[src/rtl/mul_seq_shift_add.sv]
// rtl/mul_seq_shift_add.sv - sequential 32x32->64 shift-and-add multiplier driving an external ripple adder
// One partial-product accumulation per commit; each adder evaluation is given ADD_WAIT clocks to settle.
module mul_seq_shift_add #(
  parameter int WIDTH    = 32,
  parameter int ADD_WAIT = 1
) (
  input  logic                 clk,
  input  logic                 rst,
  input  logic                 start,
  input  logic [WIDTH-1:0]     a,
  input  logic [WIDTH-1:0]     b,
  output logic                 busy,
  output logic                 done,
  output logic [2*WIDTH-1:0]   product,
  output logic [WIDTH-1:0]     add_x,
  output logic [WIDTH-1:0]     add_y,
  output logic                 add_cin,
  input  logic [WIDTH-1:0]     add_s,
  input  logic                 add_cout
);

  typedef enum logic {IDLE, RUN} state_t;

  localparam logic [3:0] WCNT_LAST = 4'(ADD_WAIT - 1);
  localparam logic [5:0] STEP_LAST = 6'(WIDTH - 1);

  state_t               state_q, state_d;
  logic [WIDTH-1:0]     acc_hi_q, acc_hi_d;
  logic [WIDTH-1:0]     lo_q, lo_d;
  logic [WIDTH-1:0]     mcand_q, mcand_d;
  logic [5:0]           step_q, step_d;
  logic [3:0]           wcnt_q, wcnt_d;
  logic                 busy_q, busy_d;
  logic                 done_q, done_d;
  logic [2*WIDTH-1:0]   product_q, product_d;
  logic [2*WIDTH-1:0]   commit_val;

  // 33-bit adder result shifted right by one, with the retired multiplier bit dropping out of lo
  assign commit_val = {add_cout, add_s, lo_q[WIDTH-1:1]};

  always_comb begin
    state_d   = state_q;
    acc_hi_d  = acc_hi_q;
    lo_d      = lo_q;
    mcand_d   = mcand_q;
    step_d    = step_q;
    wcnt_d    = wcnt_q;
    busy_d    = busy_q;
    done_d    = 1'b0;
    product_d = product_q;
    case (state_q)
      IDLE: begin
        if (start) begin
          acc_hi_d = '0;
          lo_d     = a;
          mcand_d  = b;
          step_d   = '0;
          wcnt_d   = '0;
          busy_d   = 1'b1;
          state_d  = RUN;
        end
      end
      RUN: begin
        if (wcnt_q != WCNT_LAST) begin
          wcnt_d = wcnt_q + 4'd1;
        end else begin
          acc_hi_d = commit_val[2*WIDTH-1:WIDTH];
          lo_d     = commit_val[WIDTH-1:0];
          wcnt_d   = '0;
          step_d   = step_q + 6'd1;
          if (step_q == STEP_LAST) begin
            product_d = commit_val;
            done_d    = 1'b1;
            busy_d    = 1'b0;
            state_d   = IDLE;
          end
        end
      end
    endcase
  end

  always_ff @(posedge clk or posedge rst) begin
    if (rst) begin
      state_q   <= IDLE;
      acc_hi_q  <= '0;
      lo_q      <= '0;
      mcand_q   <= '0;
      step_q    <= '0;
      wcnt_q    <= '0;
      busy_q    <= 1'b0;
      done_q    <= 1'b0;
      product_q <= '0;
    end else begin
      state_q   <= state_d;
      acc_hi_q  <= acc_hi_d;
      lo_q      <= lo_d;
      mcand_q   <= mcand_d;
      step_q    <= step_d;
      wcnt_q    <= wcnt_d;
      busy_q    <= busy_d;
      done_q    <= done_d;
      product_q <= product_d;
    end
  end

  // Adder operands come from registers only, so they stay stable across a wait window
  assign add_x   = acc_hi_q;
  assign add_y   = lo_q[0] ? mcand_q : '0;
  assign add_cin = 1'b0;
  assign busy    = busy_q;
  assign done    = done_q;
  assign product = product_q;

endmodule

[config.mk]
export PLATFORM = sky130hd
export DESIGN_NAME = mul_seq_shift_add
export DESIGN_NICKNAME = d
export VERILOG_FILES = /design/src/rtl/mul_seq_shift_add.sv
export SDC_FILE = /design/constraint.sdc
export NUM_CORES = 1
export LEC_CHECK = 0
export BUFFER_PORTS_ARGS = -buffer_cell sky130_fd_sc_hd__buf_2
export CAP_MARGIN = 10
export CORE_ASPECT_RATIO = 1.25
export CORE_MARGIN = 2
export CORE_UTILIZATION = 40
export DETAILED_ROUTE_END_ITERATION = 8
export PLACE_DENSITY = 0.65
export SYNTH_ARGS = -nofsm -noshare
export SYNTH_HDL_FRONTEND = slang
export SYNTH_SLANG_ARGS = --single-unit
[constraint.sdc]
create_clock -name clk -period 11.9 [get_ports clk]
set_clock_uncertainty 0.15 [all_clocks]
set_input_delay 1.785 -clock clk [delete_from_list [all_inputs] [get_ports clk]]
set_output_delay 1.785 -clock clk [all_outputs]
set_load 0.01 [all_outputs]
==> flow_summary_export.csv, run 1 <==
group,metric,value,unit
outcome,status,"completed",
pwr,p_leak,5.09,nW
layout,final_cell_mix,"229 x buf_2, 172 x dfrtp_1, 169 x nand2_1",
placement,place_hpwl,11100,um
clock_tree,htreeDepth,4,
layout,drive_above_1_share,35.5,%
global_route,grt_pass1_vias,5505,
placement,gp_congestion,0.780,
synthesis,synth_cells,655,
run,drv_cap,0,
global_route,antenna_found_initial,0,
hold_path,holdPathStages,2,
pwr,vdd_drop_max,0.000101,V
die,pin_count,231,
timing,setup_viol,0,
clock_tree,root_buffer,"clkbuf_16",
synthesis,async_flop_share,100,%
timing,slew_violations,0,
pwr,finalPower,1.98,mW
die,start_util,41.0,%
drt,dr.pass1.iters,5,
timing,hold_viol,0,
clock_tree,clk_pin_slew,60,ps
die,num_rows,54,
setup_path,cp-end-kind,"primary output",
clock_tree,insertion_delay,420,ps
die,fp.dieH,154,um
timing,rsz0062_at_grt,"false",
layout,multiInputGateArea,2650,um2
global_route,grt_first_pass_wirelength,27900,um
drt,drc_errors,0,
global_route,grt_max_degree,98,
clock_tree,cts_made_buffers,17,
setup_path,crit_chain,"and2_1, buf_2",
drt,drt-total-wl,17100,um
drt,dr.first_iter.drc_count,352,
layout,synthToLayoutAreaGrowth,26.3,%
drt,routedWlPerCell,15.5,um
timing,fmax,273,MHz
setup_path,path_delay_family,"flip-flops",
clock_tree,clockBufferDepth,2,
drt,num_vias,5417,
pwr,power_density,219,nW/um2
synthesis,synth_edf_count,0,
synthesis,ys.flop_type,"dfrtp_1",
setup_path,worstRegToRegCells,7,
setup_path,crit_type,"register to primary output",
global_route,grt_overflow,0,
setup_path,crit_buf_inv,1,
placement,placed_cell_area,8490,um2
die,core_area,17500,um2
global_route,grt_usage,18.7,%
synthesis,synth.avg_cell_area,10.9,um2
clock_tree,cts_tree,"done",
timing,finalSetupTns,0,ps
placement,io_buffer_count,229,
layout,fin_nets,968,
clock_tree,clock-sinks,173,
timing,fin_crit,3660,ps
die,die_w,124,um
layout,n_fill_cell,1610,
setup_path,cp-start-kind,"register",
drt,final_antenna_net_count,0,
synthesis,synth.cell_area,7170,um2
setup_path,critical_path_required,9970,ps
synthesis,yosysWarningCount,0,
setup_path,arrival,1720,ps
setup_path,worst-path-stages,2,
timing,max_slew.worst_pin.slew,1140,ps
drt,viasPerCell,4.92,
synthesis,synth_seq_area_share,60.4,%
layout,diodes,0,
synthesis,synth_nets,758,
die,die_area,19000,um2
layout,finalInstanceArea,9050,um2
synthesis,ys_seq_elements,173,
timing,final.period_utilization,30.7,%
timing,worst_slew_margin_rel,23.7,%
setup_path,crit_slowest_cell,"dfrtp_1",
clock_tree,post_cts_buffers,0,
hold_path,hold_class,"register to register",
setup_path,cp_max_fo,33,
setup_path,cpPeakStageDelay,900,ps
clock_tree,cts_hold_buf,0,
synthesis,synth.distinct_cells,28,
clock_tree,ctsResizeCount,0,
layout,final_common_cell,"buf_2",
layout,register_area,4330,um2
==> where the power goes <==
part	switching (mW)	internal (mW)	total [mW]
Sequential	0.120	0.766	0.887
Clock	0.237	0.294	0.531
Combinational	0.309	0.253	0.562
==> tightest hold or removal path, delay by kind of cell, from the launching register on <==
family           cells  cell delay (ps)
DFF                  1              330
and+or+nand+nor      2              110
==> synthesized netlist by cell type, types with 6 or more instances <==
| cell type | instances | share of area (%) |
|---|---|---|
| mux2i_1 | 34 | 4.7 |
| dfrtp_1 | 173 | 60 |
| mux2_1 | 27 | 4.2 |
| mux2_2 | 37 | 5.8 |
| nand3_1 | 36 | 2.5 |
| buf_1 | 10 | 0.52 |
| clkbuf_1 | 25 | 1.3 |
| a21oi_1 | 36 | 2.5 |
| nor3_1 | 32 | 2.2 |
| buf_2 | 6 | 0.42 |
| nand2_1 | 169 | 8.8 |
| o21ai_0 | 7 | 0.49 |
| and2_1 | 32 | 2.8 |
==> layer usage <==
| layer | share of wire, % | track usage, % |
|---|---|---|
| met2 | 49 | 30.6 |
| met1 | 43 | 23.7 |
| met5 | 0 | 0 |
| met4 | 1.5 | 6.33 |
| met3 | 6.2 | 5.45 |
==> per-stage QoR <==
stage          hold slack (ps)  setup slack, ps  utilization (%)  std cells
2_1_floorplan              287             5280                -        655
3_3_place_gp               298             8120             48.5       1070
3_5_place_dp               305             8080             48.5       1070
4_1_cts                    322             8180             51.7       1102
5_1_grt                    334             8120             51.7       1102
6_report                   317             8240             51.7       1102
==> flip-flops by register name, summed over array words and instances (netlist names) <==
name and flops:
add_x 32, busy 1, done 1, lo_q 32, mcand_q 32, product 64, state_q 1, step_q 6
wcnt_q 4
==> area by class of cell <==
type	count	share of cell area [%]
Inverter	5	0.263
Clock buffer	19	4.89
Multi-Input combinational cell	431	29.3
Timing Repair Buffer	237	13.3
Sequential cell	173	47.8
Clock inverter	13	1.29
Tap cell	224	3.10
==> path summary, 6_finish.rpt <==
path,from,endpoint,slack [ps]
max,lo_q[0],add_y[25],8240
min,mcand_q[1],mcand_q[1],320
max reg2reg,wcnt_q[0],product[6],8590
min reg2reg,mcand_q[1],mcand_q[1],320
max in group asynchronous,rst,lo_q[3],8650
min in group asynchronous,rst,product[19],1390
==> logic make-up (layout without fill, tap and decap cells) <==
group	after synthesis	after routing	share of synthesized area, %
other cells	1	1	0.0523
simple gates	284	284	18.0
flops	173	173	60.4
buf+inv	51	274	3.04
compound gates	45	45	3.21
mux	98	98	14.8
fa+ha+maj	3	3	0.524
(Power assumes the default switching activity.)
==> run 2: changes to the inputs <==
--- a/config.mk
+++ b/config.mk
@@ -11,7 +11,7 @@
 export CORE_MARGIN = 2
 export CORE_UTILIZATION = 40
 export DETAILED_ROUTE_END_ITERATION = 8
-export PLACE_DENSITY = 0.65
+export PLACE_DENSITY = 0.68
 export SYNTH_ARGS = -nofsm -noshare
 export SYNTH_HDL_FRONTEND = slang
 export SYNTH_SLANG_ARGS = --single-unit
==> constraint.sdc (replaced) <==
create_clock -name clk -period 3.1 [get_ports clk]
set_clock_uncertainty 0.15 [all_clocks]
set_input_delay 0.465 -clock clk [delete_from_list [all_inputs] [get_ports clk]]
set_output_delay 0.465 -clock clk [all_outputs]
set_load 0.01 [all_outputs]
==> run 2 against run 1 <==
  * Critical path depth increased by 5
  * Total power grew to 4.0 times the previous value
  * Utilization rose by 1.2 points
  * Critical path type is now register to register
==> flow_summary_export.csv, run 2 (synthesized netlist as in run 1, its figures left out) <==
group,metric,value,unit
placement,place_hpwl,11900,um
timing,fmax,420,MHz
layout,final_cell_mix,"229 x buf_2, 172 x dfrtp_1, 169 x nand2_1",
drt,routedWlPerCell,15.8,um
clock_tree,clk_pin_slew,70,ps
layout,fin_nets,975,
global_route,grt_max_degree,69,
pwr,p_leak,5.19,nW
clock_tree,root_buffer,"clkbuf_16",
pwr,finalPower,7.97,mW
clock_tree,clock-sinks,173,
setup_path,cp-start-kind,"register",
setup_path,arrival,2580,ps
timing,worst_slew_margin_rel,42.9,%
drt,drt-total-wl,17600,um
global_route,grt_pass1_vias,5529,
pwr,vdd_drop_max,0.000454,V
drt,dr.first_iter.drc_count,232,
global_route,grt_usage,19.1,%
global_route,grt_first_pass_wirelength,28500,um
clock_tree,htreeDepth,4,
die,num_rows,54,
layout,largest_register_ffs,64,
clock_tree,cts_hold_buf,1,
setup_path,cpMostUsedCell,"buf_4",
die,die_area,19000,um2
timing,rsz0062_at_grt,"false",
global_route,grt_use_met1,23.6,%
die,core_area,17500,um2
global_route,use_met3,5.38,%
timing,fin_crit,2380,ps
placement,gp_congestion,0.771,
timing,setup_slack,720,ps
timing,finalSetupTns,0,ps
timing,max_slew.worst_pin.slew,856,ps
timing,setup_viol,0,
timing,slew_violations,0,
setup_path,critical_path_required,3300,ps
global_route,top_usage_layer,"met2",
global_route,grt_overflow,0,
clock_tree,cts_tree,"done",
placement,post-place-ws,708,ps
global_route,antenna_found_initial,3,
setup_path,cpPeakStageDelay,420,ps
clock_tree,post_cts_buffers,0,
setup_path,crit_buf_inv,3,
setup_path,crit_slowest_cell,"dfrtp_1",
setup_path,cp_max_fo,42,
drt,final_antenna_net_count,0,
die,pin_count,231,
layout,synthToLayoutAreaGrowth,29.2,%
timing,hold_viol,0,
clock_tree,cts_made_buffers,17,
clock_tree,insertion_delay,430,ps
setup_path,path_delay_family,"buffers and inverters",
setup_path,crit_type,"register to register",
layout,final_common_cell,"buf_2",
clock_tree,ctsResizeCount,0,
setup_path,crit_chain,"inv_1, ha_1, nand4bb_2, buf_4, nand2_1, buf_4, a21oi_1",
die,die_w,124,um
setup_path,cp-end-kind,"register",
placement,io_buffer_count,229,
die,start_util,41.0,%
layout,drive_above_1_share,36.0,%
drt,viasPerCell,4.93,
timing,final.period_utilization,76.8,%
timing,fin_hold_ws,71.5,ps
global_route,met2_usage,30.7,%
outcome,status,"completed",
pwr,power_density,861,nW/um2
die,fp.dieH,154,um
run,drv_cap,0,
clock_tree,clockBufferDepth,2,
drt,dr.pass1.iters,4,
hold_path,hold_class,"input pin to register",
drt,num_vias,5477,
drt,drc_errors,0,
run 2: path summary, 6_finish.rpt:
kind                              from     endpoint  slack, ps  depth (start not counted)
setup / recovery             wcnt_q[0]     lo_q[27]        720                          7
hold / removal                   b[26]  mcand_q[26]         70                          3
setup reg to reg             wcnt_q[0]     lo_q[27]        720                          7
hold reg to reg            mcand_q[14]  mcand_q[14]        320                          2
max in group asynchronous          rst     add_x[1]       1480                          4
min in group asynchronous          rst  mcand_q[25]        550                          3
run 2: layout make-up:
type                    count  area, um2
fillers                  1609       8240
flip-flops and latches    173       4330
multi-input cells         431       2650
repair buffers            244       1310
clock buffers              17        425
well taps                 224        280
clock inverters            15        231
inverters                   5       22.5
diodes                      3       7.51
run 2: metal layers:
metal / up-vias / wire length (um)
li1: 2631 / -
met2: 149 / 8700
met4: 0 / 521
met3: 27 / 1040
met5: - / 0
met1: 2670 / 7310
run 2: stage by stage:
step / cells / utilization (%) / cell area [um2]
floorplan: 655 / - / 7170
global placement: 1076 / 49.1 / 8590
detailed placement: 1076 / 49.1 / 8590
CTS: 1109 / 52.9 / 9260
global route: 1112 / 52.9 / 9260
finish: 1112 / 52.9 / 9260
run 2: worst reg2reg max path: stages (launching register included):
cell	delay (ps)
dfrtp_1	420
inv_1	60
ha_1	240
nand4bb_2	140
buf_4	410
nand2_1	370
buf_4	340
a21oi_1	160
run 2: report_power, final:
group          leakage, nW  total, mW  internal, mW  switching, mW
sequential            2.16       3.40          2.94          0.456
combinational         2.70       2.20         0.985           1.22
clock                0.321       2.37          1.45          0.926
==> run 3: changes to the inputs <==
--- a/config.mk
+++ b/config.mk
@@ -11,7 +11,7 @@
 export CORE_MARGIN = 2
 export CORE_UTILIZATION = 40
 export DETAILED_ROUTE_END_ITERATION = 8
-export PLACE_DENSITY = 0.68
+export PLACE_DENSITY = 0.65
 export SYNTH_ARGS = -nofsm -noshare
 export SYNTH_HDL_FRONTEND = slang
 export SYNTH_SLANG_ARGS = --single-unit
==> constraint.sdc (replaced) <==
create_clock -name clk -period 2.46 [get_ports clk]
set_clock_uncertainty 0.15 [all_clocks]
set_input_delay 0.369 -clock clk [delete_from_list [all_inputs] [get_ports clk]]
set_output_delay 0.369 -clock clk [all_outputs]
set_load 0.01 [all_outputs]
==> run 3 against run 2 <==
  * Global-route usage is 1.1 points higher
  * Hold slack worse by 51 ps
  * Die area is the same
  * Sequential cell count unchanged
  * Via count up 5.0%
  * Utilization up 3.2 points
  * Combinational power rose by 32%
  * Non-clock buffer count is 55 higher
==> flow_summary_export.csv, run 3 (synthesized netlist as in run 1, its figures left out) <==
group,metric,value,unit
outcome,status,"completed",
setup_path,cpPeakStageDelay,430,ps
layout,n_fill_cell,1535,
clock_tree,root_buffer,"clkbuf_16",
die,die_area,19000,um2
layout,post-route-util,56.1,%
setup_path,crit_buf_inv,2,
timing,worst_slew_margin_rel,65.0,%
global_route,grt_pass1_vias,5997,
setup_path,crit_type,"register to register",
global_route,grt_usage,20.2,%
setup_path,ff2ff_setup_slack,210,ps
setup_path,path_delay_family,"simple AND/OR/NAND/NOR gates",
layout,largest_register_ffs,64,
clock_tree,clockBufferDepth,2,
placement,placed_cell_area,8650,um2
die,die_w,124,um
die,fp.dieH,154,um
clock_tree,clock-sinks,173,
run,drv_cap,0,
pwr,p_leak,5.42,nW
setup_path,cp_max_fo,34,
global_route,grt_overflow,0,
setup_path,cp-end-kind,"register",
timing,finalSetupTns,0,ps
die,start_util,41.0,%
drt,final_antenna_net_count,0,
clock_tree,insertion_delay,420,ps
timing,final.period_utilization,91.4,%
timing,setup_viol,0,
global_route,grt_first_pass_wirelength,30100,um
hold_path,hold_class,"input pin to register",
layout,final_common_cell,"buf_2",
die,core_area,17500,um2
die,num_rows,54,
timing,setup_slack,212,ps
layout,final_cell_mix,"229 x buf_2, 172 x dfrtp_1, 169 x nand2_1",
clock_tree,cts_tree,"done",
setup_path,cp-start-kind,"register",
placement,place_hpwl,11900,um
timing,max_slew.worst_pin.slew,524,ps
timing,rsz0062_at_grt,"false",
clock_tree,clk_pin_slew,70,ps
layout,layout.cells.non_filler,1166,
drt,routedWlPerCell,15.8,um
global_route,grt_max_degree,52,
timing,slew_violations,0,
drt,drc_errors,0,
timing,fmax,445,MHz
drt,dr.pass1.iters,4,
placement,gp_congestion,0.773,
placement,post-place-ws,231,ps
pwr,vdd_drop_max,0.000568,V
layout,synthToLayoutAreaGrowth,36.9,%
placement,dp_cells,1079,
layout,finalInstanceArea,9820,um2
clock_tree,cts_made_buffers,17,
timing,fin_crit,2250,ps
layout,drive_above_1_share,34.3,%
placement,io_buffer_count,229,
setup_path,crit_chain,"inv_1, ha_1, nand4bb_2, nor4_4, buf_12, mux2_2",
drt,dr.first_iter.drc_count,259,
timing,hold_viol,0,
setup_path,crit_slowest_cell,"dfrtp_1",
drt,viasPerCell,4.93,
setup_path,arrival,2400,ps
layout,fin_nets,1030,
clock_tree,htreeDepth,4,
pwr,power_density,1020,nW/um2
drt,drt-total-wl,18400,um
global_route,antenna_found_initial,2,
clock_tree,ctsResizeCount,0,
drt,num_vias,5750,
setup_path,critical_path_required,2610,ps
die,pin_count,231,
==> run 3: area by class of cell <==
cell class	count	area (um2)	area share [%]
Clock buffer	21	480	4.89
Antenna cell	2	5.00	0.0510
Clock inverter	11	155	1.58
Sequential cell	173	4330	44.1
Tap cell	224	280	2.85
Inverter	5	22.5	0.229
Multi-Input combinational cell	431	2650	27.0
Timing Repair Buffer	299	1890	19.3
==> run 3: timing repair <==
item / in CTS / in global routing
buffers inserted: 0 / 0
endpoints found under the setup margin: 0 / 0
hold buffers: 53 / 0
hold endpoints to repair: 63 / 0
==> run 3: worst min-delay path, delay by kind of cell <==
kind / cells / cell delay (ps)
buffers and inverters: 1 / 90
AND/OR/NAND/NOR: 2 / 100
==> run 3: routing by layer <==
layer	wire [um]	track usage (%)
met1	7660	24.8
met5	0	0
met4	444	8.17
met2	9290	33.9
met3	979	4.86
==> run 3: worst paths after layout <==
check,start,end,cells past startpoint
min in group asynchronous,rst,mcand_q[25],3
hold reg to reg,mcand_q[8],mcand_q[8],2
max in group asynchronous,rst,mcand_q[2],4
hold / removal,add_s[13],add_x[12],3
setup / recovery,wcnt_q[0],product[36],6
setup reg to reg,wcnt_q[0],product[36],6
==> run 3: power by group <==
group | internal, mW | switching (mW)
Combinational | 1.32 | 1.59
Sequential | 3.71 | 0.551
Clock | 1.72 | 1.14
Total | 6.75 | 3.27
==> run 3: per-stage QoR <==
stage	power, mW	hold slack (ps)
after floorplan	5.94	287
after global placement	7.09	260
after detailed placement	7.19	258
after CTS	10.1	0.313
after global routing	10.7	9.37
final	10.0	20.3
